### config.mk
export PLATFORM = sky130hd
export DESIGN_NAME = button_event_gen
export DESIGN_NICKNAME = d
export VERILOG_FILES = /design/src/rtl/button_event_gen_pkg.sv /design/src/rtl/button_event_channel.sv /design/src/rtl/button_event_gen.sv
export SDC_FILE = /design/constraint.sdc
export NUM_CORES = 1
export LEC_CHECK = 0
export BUFFER_PORTS_ARGS = -buffer_cell sky130_fd_sc_hd__clkbuf_2
export CORE_AREA = 8 8 127 129
export DETAILED_ROUTE_END_ITERATION = 10
export DIE_AREA = 0 0 135 137
export PLACE_DENSITY = 0.82
export SLEW_MARGIN = 5
export SYNTH_ARGS = -nofsm -noshare
export SYNTH_HDL_FRONTEND = slang
export SYNTH_SLANG_ARGS = --single-unit
### constraint.sdc
create_clock -name clk -period 3.1 [get_ports clk]
set_input_delay 0.62 -clock clk [delete_from_list [all_inputs] [get_ports clk]]
set_output_delay 0.62 -clock clk [all_outputs]
set_load 0.05 [all_outputs]
### src/rtl/button_event_gen_pkg.sv
// Shared definitions for the front-panel button event generator.
//   - btn_fsm_t     : per-channel state encoding
//   - BTN_*         : bit index of each front-panel button in btn_state
//   - *_DEFAULT     : default timing constants (at a 50 MHz clk)
//   - max_int()     : helper for sizing the per-channel counter
package button_event_gen_pkg;

    typedef enum logic [1:0] {
        LOCKOUT = 2'd0,
        IDLE    = 2'd1,
        ARMED   = 2'd2,
        REPEAT  = 2'd3
    } btn_fsm_t;

    localparam int BTN_UP     = 0;
    localparam int BTN_DOWN   = 1;
    localparam int BTN_LEFT   = 2;
    localparam int BTN_RIGHT  = 3;
    localparam int BTN_CENTER = 4;

    localparam int N_BTN_DEFAULT         = 5;
    localparam int HOLD_CYCLES_DEFAULT   = 50_000_000;
    localparam int REPEAT_CYCLES_DEFAULT = 10_000_000;

    function automatic int max_int(input int a, input int b);
        return (a > b) ? a : b;
    endfunction

endpackage

### src/rtl/button_event_channel.sv
// One button channel: turns a debounced level into press / release /
// auto-repeat single-cycle events.
// Ports:
//   clk, rst        : clock, synchronous active-high reset
//   btn             : debounced level, 1 = pressed
//   press_pulse     : one cycle after the first sampled high level
//   release_pulse   : one cycle after the level drops (ARMED or REPEAT)
//   repeat_pulse    : first after HOLD_CYCLES, then every REPEAT_CYCLES
//   held            : high while the channel is in REPEAT
//   event_next      : press-or-repeat value being loaded this cycle, so the
//                     top can register any_press in step with the pulses
//   state_dbg       : current FSM state
// Handshake: none; btn is a level sampled every clk, all event outputs are
// registered single-cycle pulses with no back-pressure.
module button_event_channel
    import button_event_gen_pkg::*;
#(
    parameter int HOLD_CYCLES   = 8,
    parameter int REPEAT_CYCLES = 4,
    parameter int CNT_W         = 3
) (
    input  logic     clk,
    input  logic     rst,
    input  logic     btn,
    output logic     press_pulse,
    output logic     release_pulse,
    output logic     repeat_pulse,
    output logic     held,
    output logic     event_next,
    output btn_fsm_t state_dbg
);

    localparam logic [CNT_W-1:0] HOLD_TC   = CNT_W'(HOLD_CYCLES - 1);
    localparam logic [CNT_W-1:0] REPEAT_TC = CNT_W'(REPEAT_CYCLES - 1);

    btn_fsm_t         state_q, state_d;
    logic [CNT_W-1:0] cnt_q, cnt_d;
    logic             press_d, release_d, repeat_d, held_d;

    always_ff @(posedge clk) begin
        if (rst) begin
            // LOCKOUT stops a button held across reset from producing a press.
            state_q       <= LOCKOUT;
            cnt_q         <= '0;
            press_pulse   <= 1'b0;
            release_pulse <= 1'b0;
            repeat_pulse  <= 1'b0;
            held          <= 1'b0;
        end else begin
            state_q       <= state_d;
            cnt_q         <= cnt_d;
            press_pulse   <= press_d;
            release_pulse <= release_d;
            repeat_pulse  <= repeat_d;
            held          <= held_d;
        end
    end

    always_comb begin
        state_d   = state_q;
        cnt_d     = cnt_q;
        press_d   = 1'b0;
        release_d = 1'b0;
        repeat_d  = 1'b0;

        case (state_q)
            LOCKOUT: begin
                if (!btn) state_d = IDLE;
            end
            IDLE: begin
                if (btn) begin
                    state_d = ARMED;
                    cnt_d   = '0;
                    press_d = 1'b1;
                end
            end
            ARMED: begin
                // Release is tested first so it wins over a terminal count.
                if (!btn) begin
                    state_d   = IDLE;
                    cnt_d     = '0;
                    release_d = 1'b1;
                end else if (cnt_q == HOLD_TC) begin
                    state_d  = REPEAT;
                    cnt_d    = '0;
                    repeat_d = 1'b1;
                end else begin
                    cnt_d = cnt_q + CNT_W'(1);
                end
            end
            REPEAT: begin
                if (!btn) begin
                    state_d   = IDLE;
                    cnt_d     = '0;
                    release_d = 1'b1;
                end else if (cnt_q == REPEAT_TC) begin
                    cnt_d    = '0;
                    repeat_d = 1'b1;
                end else begin
                    cnt_d = cnt_q + CNT_W'(1);
                end
            end
            default: begin
                state_d = LOCKOUT;
                cnt_d   = '0;
            end
        endcase

        held_d     = (state_d == REPEAT);
        event_next = press_d | repeat_d;
    end

    assign state_dbg = state_q;

endmodule

### src/rtl/button_event_gen.sv
// Front-panel button event generator: one independent event channel per
// debounced button, plus a registered any_press summary.
// Ports:
//   clk, rst      : clock, synchronous active-high reset
//   btn_state     : debounced levels, 1 = pressed, synchronous to clk
//   press_pulse   : per-button one-cycle press event
//   release_pulse : per-button one-cycle release event
//   repeat_pulse  : per-button one-cycle auto-repeat event
//   held          : per-button level, high while auto-repeating
//   any_press     : OR of press and repeat events over all buttons,
//                   registered in the same cycle as those pulses
module button_event_gen
    import button_event_gen_pkg::*;
#(
    parameter int N_BTN         = N_BTN_DEFAULT,
    parameter int HOLD_CYCLES   = HOLD_CYCLES_DEFAULT,
    parameter int REPEAT_CYCLES = REPEAT_CYCLES_DEFAULT,
    parameter int CNT_W         = $clog2(max_int(HOLD_CYCLES, REPEAT_CYCLES))
) (
    input  logic             clk,
    input  logic             rst,
    input  logic [N_BTN-1:0] btn_state,
    output logic [N_BTN-1:0] press_pulse,
    output logic [N_BTN-1:0] release_pulse,
    output logic [N_BTN-1:0] repeat_pulse,
    output logic [N_BTN-1:0] held,
    output logic             any_press
);

    logic [N_BTN-1:0] event_next;
    btn_fsm_t         ch_state [N_BTN];

    for (genvar g = 0; g < N_BTN; g++) begin : g_ch
        button_event_channel #(
            .HOLD_CYCLES  (HOLD_CYCLES),
            .REPEAT_CYCLES(REPEAT_CYCLES),
            .CNT_W        (CNT_W)
        ) u_ch (
            .clk          (clk),
            .rst          (rst),
            .btn          (btn_state[g]),
            .press_pulse  (press_pulse[g]),
            .release_pulse(release_pulse[g]),
            .repeat_pulse (repeat_pulse[g]),
            .held         (held[g]),
            .event_next   (event_next[g]),
            .state_dbg    (ch_state[g])
        );
    end

    // Registered from the channels' next-cycle values so it lines up
    // exactly with the pulse registers.
    always_ff @(posedge clk) begin
        if (rst) any_press <= 1'b0;
        else     any_press <= |event_next;
    end

endmodule

Word-level counts from Yosys, hierarchy flattened
Index checks and enable logic that the tools add are counted.
- input bits: 7
- register bits after elaboration: 161
- muxes and demuxes: 95
- bitwise logic cells: 10
- reduce and logical (&&, ||, !) cells: 31
- equality and inequality tests: 35
- add/subtract/negate cells: 5
- operators by type and width (cell ; count):
    two-way mux 26 bit ; 25
    one-hot mux 26 bit (3 select lines) ; 5
    adder 26 x 1 -> 26 bit (second input constant) ; 5
    == test 26 x 24 -> 1 bit (second input constant) ; 5
    == test 26 bit (second input constant) ; 5
    two-way mux 2 bit ; 20
    two-way mux 1 bit ; 35
    == test 2 bit (second input constant) ; 15
    one-hot mux 2 bit (3 select lines) ; 5
    OR reduction 2 bit ; 15
    nonzero test 3 bit ; 5
    == test 2 x 1 -> 1 bit (second input constant) ; 5
    logical NOT 2 bit ; 5
    != test 2 bit (second input constant) ; 5
    one-hot mux 1 bit (2 select lines) ; 5
    AND reduction 2 bit ; 5
    NOT 1 bit ; 5
    bitwise OR 1 bit ; 5
    OR reduction 5 bit ; 1

Longest topological paths before layout
Gate-level depths: netlist (run 1).
- depth in word-level cells: 6
- depth in mapped cells: 10
- mapped depth without buffers: 8

Modules after synthesis
From an unflattened synthesis (run 1), not the netlist that was laid out.
- cell total of the unflattened synthesis: 1109
- area total of the unflattened synthesis: 8869.8 um2
- modules (own cells, without submodules) (module ; cells an instance ; times used ; seq. area each (um2) ; area each (um2)):
    button_event_channel (g_ch[0].u_ch ...) ; 224 ; 4 ; 640.6 ; 1776.7
    button_event_channel (g_ch[4].u_ch) ; 209 ; 1 ; 640.6 ; 1729.2
    button_event_gen ; 4 ; 1 ; 20.0 ; 33.8

Least setup slack after synthesis (run 1)
No wires, ideal clock.
- path kind: register to register
- start: register g_ch[2].u_ch.cnt_q[0]
- end: register g_ch[2].u_ch.cnt_q[5]
- cell stages (with the launch flop): 10
- buffers on the path: 3
- clock period less this slack: 2.265 ns
- data required time: 2.983 ns
- slack: 0.835 ns
- library setup time: 0.117 ns
- data arrival time: 2.148 ns
- cells stage by stage: dfxtp_1 ha_1 and3_1 clkbuf_1 nand4_1 o41ai_1 a21oi_1 clkbuf_1 clkbuf_1 a22o_1
- longest elaborated chain between the ends: 4
- elaborated cells between the ends (all ways): 8
- those cells by class: add/sub (1); eq/ne (2); mux (5)
- ends and longest elaborated chain (item ; RTL line ; text):
    start: declaration ; button_event_channel.sv:37 ; logic [CNT_W-1:0] cnt_q, cnt_d;
    start signal: assignment ; button_event_channel.sv:51 ; cnt_q <= cnt_d;
    adder 26 x 1 -> 26 bit (tied with other cells) ; button_event_channel.sv:88, button_event_channel.sv:100 ;
    two-way mux 26 bit (on tied branches) ; button_event_channel.sv:96, button_event_channel.sv:83 ;
    two-way mux 26 bit (on tied branches) ; button_event_channel.sv:92, button_event_channel.sv:79 ;
    one-hot mux 26 bit (3 select lines) * ; button_event_channel.sv:66 ; case (state_q)
Every way passes the cells marked *; elsewhere a longest branch is shown, timed or not.
A chain may end at the register's enable or synchronous reset.

Worst setup path in the final report (run 1)
- start: register g_ch[4].u_ch.cnt_q[11]
- end: register g_ch[4].u_ch.cnt_q[20]
- longest elaborated chain between the ends: 4
- elaborated cells between the ends (all ways): 8
- those cells by class: add/sub (1); eq/ne (2); mux (5)
- ends and longest elaborated chain (item ; RTL line):
    start: declaration ; button_event_channel.sv:37
    start signal: assignment ; button_event_channel.sv:51
    adder 26 x 1 -> 26 bit (tied with other cells) ; button_event_channel.sv:88, button_event_channel.sv:100
    two-way mux 26 bit (on tied branches) ; button_event_channel.sv:96, button_event_channel.sv:83
    two-way mux 26 bit (on tied branches) ; button_event_channel.sv:92, button_event_channel.sv:79
    one-hot mux 26 bit (3 select lines) * ; button_event_channel.sv:66
Marks and branches as above.

==> summary.txt, run 1 <==
Global routing
  • Largest net degree at the start of global routing: 31
  • Global Route Usage Sum: 18.8%
  • Gr ovfl total: 0
  • Initial antenna violation count: 0
  • Vias in the first global route: 6293
  • First-pass GRT wire length: 29000 um

Clocking
  • Post-CTS Hold Fix Bufs: 0
  • Clk root buf: clkbuf_16
  • Setup bufs post-CTS: 0
  • Clk_lat worst skew: 0.43 ns
  • CTS Buf Count: 17
  • H-tree depth: 4
  • CTS tree: built
  • Clock-pin slew on the worst setup and hold paths: 0.06 ns
  • CTS Buffer Depth: 2
  • CTS resizes: 0
  • Clock Sinks: 161

Cells and area
  • Commonest non-fill, non-tap cells in the layout: nor2_1 (165), dfxtp_1 (161), nand2_1 (77), nand3_1 (57), xnor2_1 (49)
  • Synthesis-to-layout area growth: 9.67%
  • Layout cells sized above 1: 9.19%
  • Final std cells w/o fill: 1197
  • Layout net count: 1026
  • Most common cell after layout, fill and taps aside: nor2_1
  • Post-Layout Inst Area: 0.00901 mm^2

Die
  • Die area: 0.0185 mm^2
  • Io pins: 28
  • Die width: 135 um
  • Die Y: 137 um
  • Initial Util: 57.8%
  • Core area: 0.0142 mm^2
  • Cell row count: 44

STA
  • Setup TNS: 0 ns
  • Slew Limit Fails: 0
  • Fin crit share: 84.6%
  • Final worst path period need: 2.62 ns
  • Layout Skew: 0.00905 ns
  • Worst-Margin Slew: 0.892 ns
  • Setup violations, final: 0
  • Slack of the critical path: 0.477 ns
  • Max-slew headroom: 40.5%
  • Worst hold slack: 0.465 ns
  • Final Hold Viols: 0
  • Max Freq: 381 MHz
  • RSZ-0062 raised after global routing: no

Pwr
  • Internal Power: 3640 uW
  • Sw Ratio: 22.1%
  • Lkg Pwr: 0.00308 uW
  • Switching power: 1030 uW
  • Comb pwr share: 6.4%
  • Pwr Density: 519 mW/mm^2
  • Sequential power share: 45.0%
  • Clock share of power: 48.6%
  • Max VDD drop: 436 uV

Worst setup path
  • Startpoint Class: flip-flop
  • Critical path type: flip-flop to flip-flop
  • Arrival @ worst endpoint: 2.90 ns
  • CP endpoint kind: flip-flop
  • Crit-path max cell delay: 0.56 ns
  • Req. time, crit path: 3.38 ns
  • Crit-path slowest cell: o21bai_2
  • RR Startpoint: g_ch[4].u_ch.cnt_q[11]
  • CP Max Fanout: 15
  • R2R setup slack: 0.48 ns
  • Reg2reg end: g_ch[4].u_ch.cnt_q[20]
  • Crit-path cells: nor4b_1 > nand4_1 > o41ai_1 > a21boi_1 > o21bai_2 > nor2_1
  • R2R depth: 6
  • Critical path launch point: g_ch[4].u_ch.cnt_q[11]

Synthesis
  • Syn avg cell area: 8.27 um^2
  • Synth unique cells: 68
  • Seq/Total Area, Yosys: 39.2%
  • Syn Nets: 1020
  • Yosys reg bits: 161
  • Post-synthesis cell count: 993
  • Synthesized area: 0.00822 mm^2
  • Number of synthesis warnings: 0
  • Top FF cell, synth: dfxtp_1
  • Count of flip-flops with a built-in enable after synthesis: 0
  • Asr flop ratio synth: 0%

Run
  • Max Cap Violations: 0

Placed design
  • Post-Place Cell Area: 0.00836 mm^2
  • RD Place Congestion: 0.892
  • Hpwl dp: 11900 um
  • PortBufs: 27
  • DP Cell Count: 1164
  • Pre-CTS WS: 0.512 ns

Detailed routing
  • Drt wl/cell: 14.5 um
  • WL met1: 8190 um
  • DR vias: 7040
  • DR iter-0 viols: 554
  • Routed wl met3: 883 um
  • Routed wl met2: 7970 um
  • Post-route ant nets: 0
  • Uppermost layer routed: met4
  • Post-route DRC: 0
  • Post-Route WL: 17300 um
  • Vias/cell: 5.88
  • DR pass1 iterations: 5

Min path
  • Worst Hold Endpoint: g_ch[1].u_ch.release_pulse
  • Hold depth: 2
  • Hold path start: btn_state[1]
  • Worst Hold Class: input port to flip-flop

Run status
  • Status: finished clean
[worst max path at each step]
stage	slack, ns	end	depth (start not counted)
2_1_floorplan	0.84	g_ch[2].u_ch.cnt_q[5]	9
3_3_place_gp	0.59	g_ch[3].u_ch.cnt_q[25]	6
3_5_place_dp	0.51	g_ch[4].u_ch.cnt_q[19]	6
4_1_cts	0.46	g_ch[4].u_ch.cnt_q[20]	6
5_1_grt	0.20	g_ch[4].u_ch.cnt_q[20]	6
6_report	0.48	g_ch[4].u_ch.cnt_q[20]	6
[power groups by stage]
stage | registers [uW] | logic (uW) | clock network [uW]
2_1_floorplan | 2150 | 230 | 0
3_3_place_gp | 2150 | 290 | 0
3_5_place_dp | 2150 | 295 | 0
4_1_cts | 2100 | 297 | 2290
5_1_grt | 2100 | 328 | 2380
6_report | 2100 | 299 | 2270
[flip-flops by register name (all words and copies together), names as in the netlist]
signal                   cells
g_ch.u_ch.press_pulse        5
g_ch.u_ch.cnt_q            130
any_press                    1
g_ch.u_ch.release_pulse      5
g_ch.u_ch.repeat_pulse       5
g_ch.u_ch.state_dbg         10
g_ch.u_ch.held               5
[logic make-up (layout without fill, tap and decap cells)]
| family | after synthesis | after routing | synth area share, % |
|---|---|---|---|
| adders and majority gates | 20 | 20 | 3.05 |
| DFF | 161 | 161 | 39.2 |
| buffers and inverters | 80 | 99 | 4.98 |
| xor gates and xnor gates | 89 | 89 | 9.49 |
| other | 0 | 1 | 0 |
| muxes | 6 | 6 | 0.731 |
| AOI/OAI and AO/OA | 125 | 125 | 10.4 |
| and+or+nand+nor | 512 | 512 | 32.1 |
[stage by stage]
step           util [%]  total power (uW)
4_1_cts            63.4              4690
6_report           63.4              4670
5_1_grt            63.4              4810
3_3_place_gp       58.9              2440
3_5_place_dp       58.9              2440
2_1_floorplan         -              2380
[per-layer routing]
layer,vias to the layer above,track usage [%]
met5,-,0
met4,0,7.03
met3,26,3.78
met2,184,30.4
met1,3321,24.3
li1,3509,-
[Yosys cell counts (13+ instances only)]
master | count | area, um^2
and4_1 | 15 | 131
dfxtp_1 | 161 | 3220
inv_1 | 29 | 109
xor2_1 | 40 | 350
nand4_1 | 44 | 275
buf_4 | 21 | 158
a31oi_1 | 24 | 150
nor2_1 | 165 | 619
nand3_1 | 57 | 285
and3_1 | 19 | 119
nor3_1 | 35 | 175
clkbuf_1 | 19 | 71.3
nand2_1 | 77 | 289
o21ai_0 | 16 | 80.1
nor4_1 | 15 | 93.8
nand2b_1 | 13 | 81.3
a21oi_1 | 30 | 150
ha_1 | 20 | 250
xnor2_1 | 49 | 429
[critical path, delay by kind of cell (launching register included)]
family	cells	cell delay, ns
AO/OA/AOI/OAI	3	1.34
AND/OR/NAND/NOR	3	0.81
flip-flops	1	0.33
[area by class of cell]
type	count	area, um^2
fillers	1167	5190
multi-input cells	752	4580
flip-flops and latches	161	3220
clock buffers	21	460
well taps	184	230
repair buffers	38	218
clock inverters	11	184
inverters	29	109
diodes	1	2.50
Power figures use the tool's default switching activity.
==> inputs of run 2 (changes only) <==
==> constraint.sdc (replaced) <==
create_clock -name clk -period 2.6 [get_ports clk]
set_input_delay 0.52 -clock clk [delete_from_list [all_inputs] [get_ports clk]]
set_output_delay 0.52 -clock clk [all_outputs]
set_load 0.05 [all_outputs]
==> summary.txt, run 2 (synthesized netlist as in run 1, its figures left out) <==
Run status
  • Status: finished clean

Cells and area
  • # diodes: 0 (-1)
  • Register area: 0.00322 mm^2 (unchanged)
  • Synthesis-to-layout area growth: 10.9%
  • Layout net count: 1035 (+0.88%)
  • Most common cell after layout, fill and taps aside: nor2_1
  • Filler Cell Count: 1155 (-1.0%)
  • Final std cells w/o fill: 1205 (+0.67%)
  • Max reg flops: 130 (unchanged)
  • Top reg by flops: g_ch.u_ch.cnt_q
  • Commonest non-fill, non-tap cells in the layout: nor2_1 (165), dfxtp_1 (161), nand2_1 (77), nand3_1 (57), xnor2_1 (49)
  • Multi-input logic area: 0.00460 mm^2 (+0.30%)
  • Layout cells sized above 1: 10.4% (+1.2 points)

Detailed routing
  • Post-Route WL: 17600 um (+1.6%)
  • Post-route ant nets: 0 (unchanged)
  • Post-route DRC: 0 (unchanged)
  • DR vias: 7157 (+1.7%)
  • DR iter-0 viols: 647 (+17%)
  • DR pass1 iterations: 5 (unchanged)
  • Drt wl/cell: 14.6 um (+0.95%)
  • Vias/cell: 5.94 (+0.99%)

Clocking
  • Clock Sinks: 161 (unchanged)
  • CTS tree: built
  • CTS Buf Count: 17 (unchanged)
  • Clock-pin slew on the worst setup and hold paths: 0.06 ns (about the same)
  • CTS Buffer Depth: 2 (unchanged)
  • Clk_lat worst skew: 0.43 ns (about the same)
  • Clk root buf: clkbuf_16
  • Setup bufs post-CTS: 0 (unchanged)
  • H-tree depth: 4 (unchanged)

Worst setup path
  • Crit-path max cell delay: 0.53 ns (-0.03 ns)
  • Req. time, crit path: 2.92 ns (-0.46 ns)
  • Crit-path cells: or4b_1 > or4_4 > nor3_4 > o22ai_2 > o21bai_4 > buf_12 > nor2_1
  • Crit-path slowest cell: or4b_1
  • CP Max Fanout: 20 (+5)
  • Startpoint Class: flip-flop
  • Critical path type: flip-flop to flip-flop
  • CP endpoint kind: flip-flop
  • Arrival @ worst endpoint: 2.73 ns (-0.17 ns)

STA
  • Fin crit share: 92.6% (+8.0 points)
  • Layout Skew: 0.00737 ns (-0.00168 ns)
  • Worst-Margin Slew: 0.837 ns (-0.0550 ns)
  • Final worst path period need: 2.41 ns (-0.215 ns)
  • Final Hold Viols: 0 (unchanged)
  • Setup violations, final: 0 (unchanged)
  • Slew Limit Fails: 0 (unchanged)
  • Setup TNS: 0 ns (unchanged)
  • Max Freq: 415 MHz (+8.9%)
  • Worst hold slack: 0.378 ns (-0.0872 ns)
  • Max-slew headroom: 44.2% (+3.7 points)
  • RSZ-0062 raised after global routing: yes

Run
  • Max Cap Violations: 0 (unchanged)

Die
  • Initial Util: 57.8% (unchanged)
  • Io pins: 28 (unchanged)
  • Die Y: 137 um (unchanged)
  • Die width: 135 um (unchanged)
  • Core area: 0.0142 mm^2 (unchanged)
  • Die area: 0.0185 mm^2 (unchanged)
  • Cell row count: 44 (unchanged)

Pwr
  • Tot Pwr: 5570 uW (+19%)
  • Lkg Pwr: 0.00313 uW (+1.8%)
  • Max VDD drop: 461 uV (+5.8%)
  • Pwr Density: 611 mW/mm^2 (+18%)

Global routing
  • Largest net degree at the start of global routing: 34 (+9.7%)
  • First-pass GRT wire length: 30100 um (+3.8%)
  • Gr ovfl total: 0 (unchanged)
  • Vias in the first global route: 6425 (+2.1%)
  • Global Route Usage Sum: 19.6% (+0.81 points)
  • Initial antenna violation count: 0 (unchanged)

Placed design
  • Hpwl dp: 12100 um (+1.5%)
  • PortBufs: 27 (unchanged)
  • DP Cell Count: 1173 (+0.77%)
  • RD Place Congestion: 0.899 (+0.74%)

Min path
  • Worst Hold Class: input port to flip-flop
run 2: power breakdown:
group	leakage (uW)	internal (uW)	switching [uW]
logic	0.00152	129	254
clock network	0.000318	1700	982
registers	0.00130	2490	17.8
total	0.00313	4310	1250
run 2: per-stage QoR:
stage                     setup WS (ns)  cell area, um^2  utilization, %
after global routing            -0.0123             9110            64.1
final                             0.192             9110            64.1
after floorplan                   0.335             8220               -
after detailed placement          0.220             8460            59.5
after global placement            0.271             8460            59.5
after CTS                         0.194             9090            64.0
run 2: what timing repair did:
| item | CTS | global route |
|---|---|---|
| gates resized for setup | 0 | 2 |
| endpoints found under the setup margin | 0 | 18 |
| hold buffers | 0 | 0 |
run 2: path summary, 6_finish.rpt:
kind                          from                          to  slack [ns]  depth (start not counted)
max          g_ch[3].u_ch.cnt_q[7]       g_ch[3].u_ch.cnt_q[7]        0.19                          7
max reg2reg  g_ch[3].u_ch.cnt_q[7]       g_ch[3].u_ch.cnt_q[7]        0.19                          7
min reg2reg  g_ch[2].u_ch.cnt_q[4]       g_ch[2].u_ch.cnt_q[4]        0.49                          1
min                   btn_state[1]  g_ch[1].u_ch.release_pulse        0.38                          2
run 2: routing by layer:
layer	share of wire [%]	vias up	global-route usage [%]	routed length [um]
li1	-	3534	-	-
met1	45	3319	24.7	7950
met2	46	260	31.2	8100
met3	6.2	44	4.63	1080
met4	2.6	0	9.13	459
met5	0	-	0	0
run 2: area by class of cell:
| class | instances | share of cell area, % |
|---|---|---|
| Inverter | 29 | 1.20 |
| Sequential cell | 161 | 35.4 |
| Multi-Input combinational cell | 752 | 50.5 |
| Clock buffer | 21 | 5.27 |
| Clock inverter | 11 | 1.73 |
| Tap cell | 184 | 2.53 |
| Timing Repair Buffer | 47 | 3.41 |
run 2: critical path: cells and delay by family (launching register included):
kind,cells,cell delay (ns)
AO/OA/AOI/OAI,2,0.40
buffers and inverters,1,0.17
flip-flops,1,0.37
AND/OR/NAND/NOR,4,1.35
==> inputs of run 3 (changes only) <==
--- a/config.mk
+++ b/config.mk
@@ -6,10 +6,12 @@
 export NUM_CORES = 1
 export LEC_CHECK = 0
 export BUFFER_PORTS_ARGS = -buffer_cell sky130_fd_sc_hd__clkbuf_2
-export CORE_AREA = 8 8 127 129
+export CELL_PAD_IN_SITES_DETAIL_PLACEMENT = 1
+export CELL_PAD_IN_SITES_GLOBAL_PLACEMENT = 1
+export CORE_AREA = 8 8 142 144
 export DETAILED_ROUTE_END_ITERATION = 10
-export DIE_AREA = 0 0 135 137
-export PLACE_DENSITY = 0.82
+export DIE_AREA = 0 0 150 152
+export PLACE_DENSITY = 0.84
 export SLEW_MARGIN = 5
 export SYNTH_ARGS = -nofsm -noshare
 export SYNTH_HDL_FRONTEND = slang
==> summary.txt, run 3 (synthesized netlist as in run 1, its figures left out) <==
Die
  • Die Y: 152 um (+11%)
  • Initial Util: 46.2% (-12 points)
  • Core area: 0.0178 mm^2 (+25%)
  • Die width: 150 um (+11%)
  • Die area: 0.0228 mm^2 (+23%)
  • Cell row count: 49 (+11%)
  • Io pins: 28 (unchanged)

Detailed routing
  • Post-route DRC: 0 (unchanged)
  • DR vias: 7200 (+0.60%)
  • Drt wl/cell: 16.9 um (+16%)
  • DR pass1 iterations: 5 (unchanged)
  • Post-route ant nets: 0 (unchanged)
  • Vias/cell: 5.74 (-3.4%)
  • DR iter-0 viols: 322 (-50%)
  • Post-Route WL: 21300 um (+21%)

STA
  • Final Hold Viols: 0 (unchanged)
  • Max-slew headroom: 56.5% (+12 points)
  • Setup TNS: 0 ns (unchanged)
  • Fin crit share: 93.7% (+1.1 points)
  • Setup violations, final: 0 (unchanged)
  • Worst-Margin Slew: 0.643 ns (-0.194 ns)
  • Slack of the critical path: 0.163 ns (-0.0297 ns)
  • Layout Skew: 0.00858 ns (+0.00121 ns)
  • Max Freq: 410 MHz (-1.2%)
  • RSZ-0062 raised after global routing: no
  • Final worst path period need: 2.44 ns (+0.0297 ns)
  • Slew Limit Fails: 0 (unchanged)

Clocking
  • CTS tree: built
  • CTS Buffer Depth: 2 (unchanged)
  • Post-CTS Hold Fix Bufs: 0 (unchanged)
  • Setup bufs post-CTS: 0 (unchanged)
  • Clock Sinks: 161 (unchanged)
  • Clock-pin slew on the worst setup and hold paths: 0.07 ns (about the same)
  • CTS Buf Count: 17 (unchanged)
  • H-tree depth: 4 (unchanged)
  • Clk root buf: clkbuf_16
  • Clk_lat worst skew: 0.43 ns (about the same)

Worst setup path
  • CP Max Fanout: 15 (-25%)
  • R2R depth: 7 (unchanged)
  • Crit-path max cell delay: 0.57 ns (+0.04 ns)
  • Req. time, crit path: 2.93 ns (about the same)
  • CP endpoint kind: flip-flop
  • Crit-path cells: or4b_1 > or4_4 > nor3_4 > o22ai_2 > o21bai_4 > buf_12 > nor2_1
  • Family with the most delay on the worst path: simple AND/OR/NAND/NOR gates
  • Arrival @ worst endpoint: 2.76 ns (+0.03 ns)
  • Critical path type: flip-flop to flip-flop
  • Startpoint Class: flip-flop
  • Crit-path slowest cell: or4b_1
  • Crit path buf inv count: 1 (unchanged)
  • Critical path depth: 7 (unchanged)

Placed design
  • Hpwl dp: 14600 um (+21%)
  • PortBufs: 27 (unchanged)
  • RD Place Congestion: 0.836 (-7.0%)
  • Pre-CTS WS: 0.174 ns (-0.0454 ns)

Cells and area
  • Most common cell after layout, fill and taps aside: nor2_1
  • Synthesis-to-layout area growth: 12.2%
  • Layout net count: 1041 (+0.58%)
  • Max reg flops: 130 (unchanged)
  • Top reg by flops: g_ch.u_ch.cnt_q
  • Post-layout util: 51.8% (-12 points)
  • Layout cells sized above 1: 10.9% (+0.53 points)
  • # diodes: 0 (unchanged)
  • Commonest non-fill, non-tap cells in the layout: nor2_1 (165), dfxtp_1 (161), nand2_1 (77), nand3_1 (57), xnor2_1 (49)
  • Filler Cell Count: 2150 (+86%)

Global routing
  • First-pass GRT wire length: 36300 um (+21%)
  • Largest net degree at the start of global routing: 48 (+41%)
  • Initial antenna violation count: 0 (unchanged)
  • Gr ovfl total: 0 (unchanged)
  • Global Route Usage Sum: 18.9% (-0.74 points)
  • Vias in the first global route: 7485 (+16%)

Run
  • Max Cap Violations: 0 (unchanged)

Run status
  • Status: finished clean

Pwr
  • Internal Power: 4270 uW (-1.0%)
  • Switching power: 1290 uW (+2.8%)
  • Sequential power share: 45.1% (about the same)
  • Lkg Pwr: 0.00315 uW (+0.54%)
  • Pwr Density: 603 mW/mm^2 (-1.3%)
  • Comb pwr share: 7.3% (+0.4 points)
  • Max VDD drop: 437 uV (-5.3%)
  • Sw Ratio: 23.2% (+0.67 points)
  • Clock share of power: 47.6% (-0.5 points)
  • Tot Pwr: 5560 uW (-0.17%)

Min path
  • Hold depth: 2 (unchanged)
  • Worst Hold Class: input port to flip-flop
[run 3: changes by cell type in the layout (fill, tap and decap cells not counted), moves of 2 or more]
cell      change
clkbuf_8      -2
buf_4         +5
clkinv_2      -3
clkbuf_1      +2
[run 3: worst register-to-register path: cells and delay by family (launching register included)]
family	cells	cell delay [ns]
AOI/OAI and AO/OA	2	0.43
DFF	1	0.36
buffers and inverters	1	0.16
and+or+nand+nor	4	1.39
[run 3: final timing paths]
kind	from	endpoint	slack, ns
worst max-delay path	g_ch[3].u_ch.cnt_q[7]	g_ch[3].u_ch.cnt_q[12]	0.16
worst min register to register	g_ch[0].u_ch.cnt_q[13]	g_ch[0].u_ch.cnt_q[13]	0.51
worst max register to register	g_ch[3].u_ch.cnt_q[7]	g_ch[3].u_ch.cnt_q[12]	0.16
worst min-delay path	btn_state[1]	g_ch[1].u_ch.release_pulse	0.38
[run 3: power by group through the flow]
| stage | combinational (uW) | sequential (uW) | clock [uW] |
|---|---|---|---|
| finish | 405 | 2510 | 2650 |
| global route | 445 | 2510 | 2790 |
| CTS | 404 | 2510 | 2690 |
| detailed placement | 400 | 2560 | 0 |
| global placement | 392 | 2560 | 0 |
| floorplan | 274 | 2560 | 0 |
[run 3: layout make-up]
type	count	area, um^2	share of cell area [%]
Tap cell	229	287	3.11
Inverter	29	109	1.18
Clock inverter	10	159	1.72
Timing Repair Buffer	53	368	3.99
Sequential cell	161	3220	35.0
Multi-Input combinational cell	752	4610	50.0
Clock buffer	21	460	5.00
[run 3: repair_timing]
item,CTS,global route
gates resized for setup,0,5
setup endpoints to repair,0,50
hold endpoints to repair,0,0
[run 3: metrics by stage]
step / cells / cell area (um^2) / hold WS, ns
after floorplan: 993 / 8220 / 0.448
after global placement: 1224 / 8570 / 0.482
after detailed placement: 1224 / 8570 / 0.493
after CTS: 1255 / 9190 / 0.373
after global routing: 1255 / 9220 / 0.396
final: 1255 / 9220 / 0.380
[run 3: metal layers]
| metal | GRT usage [%] | part of all wire, % | up-vias |
|---|---|---|---|
| met5 | 0 | 0 | - |
| met4 | 6.29 | 1.7 | 0 |
| met3 | 2.82 | 3.2 | 32 |
| met2 | 31.8 | 48 | 119 |
| met1 | 24.0 | 47 | 3505 |
| li1 | - | - | 3544 |
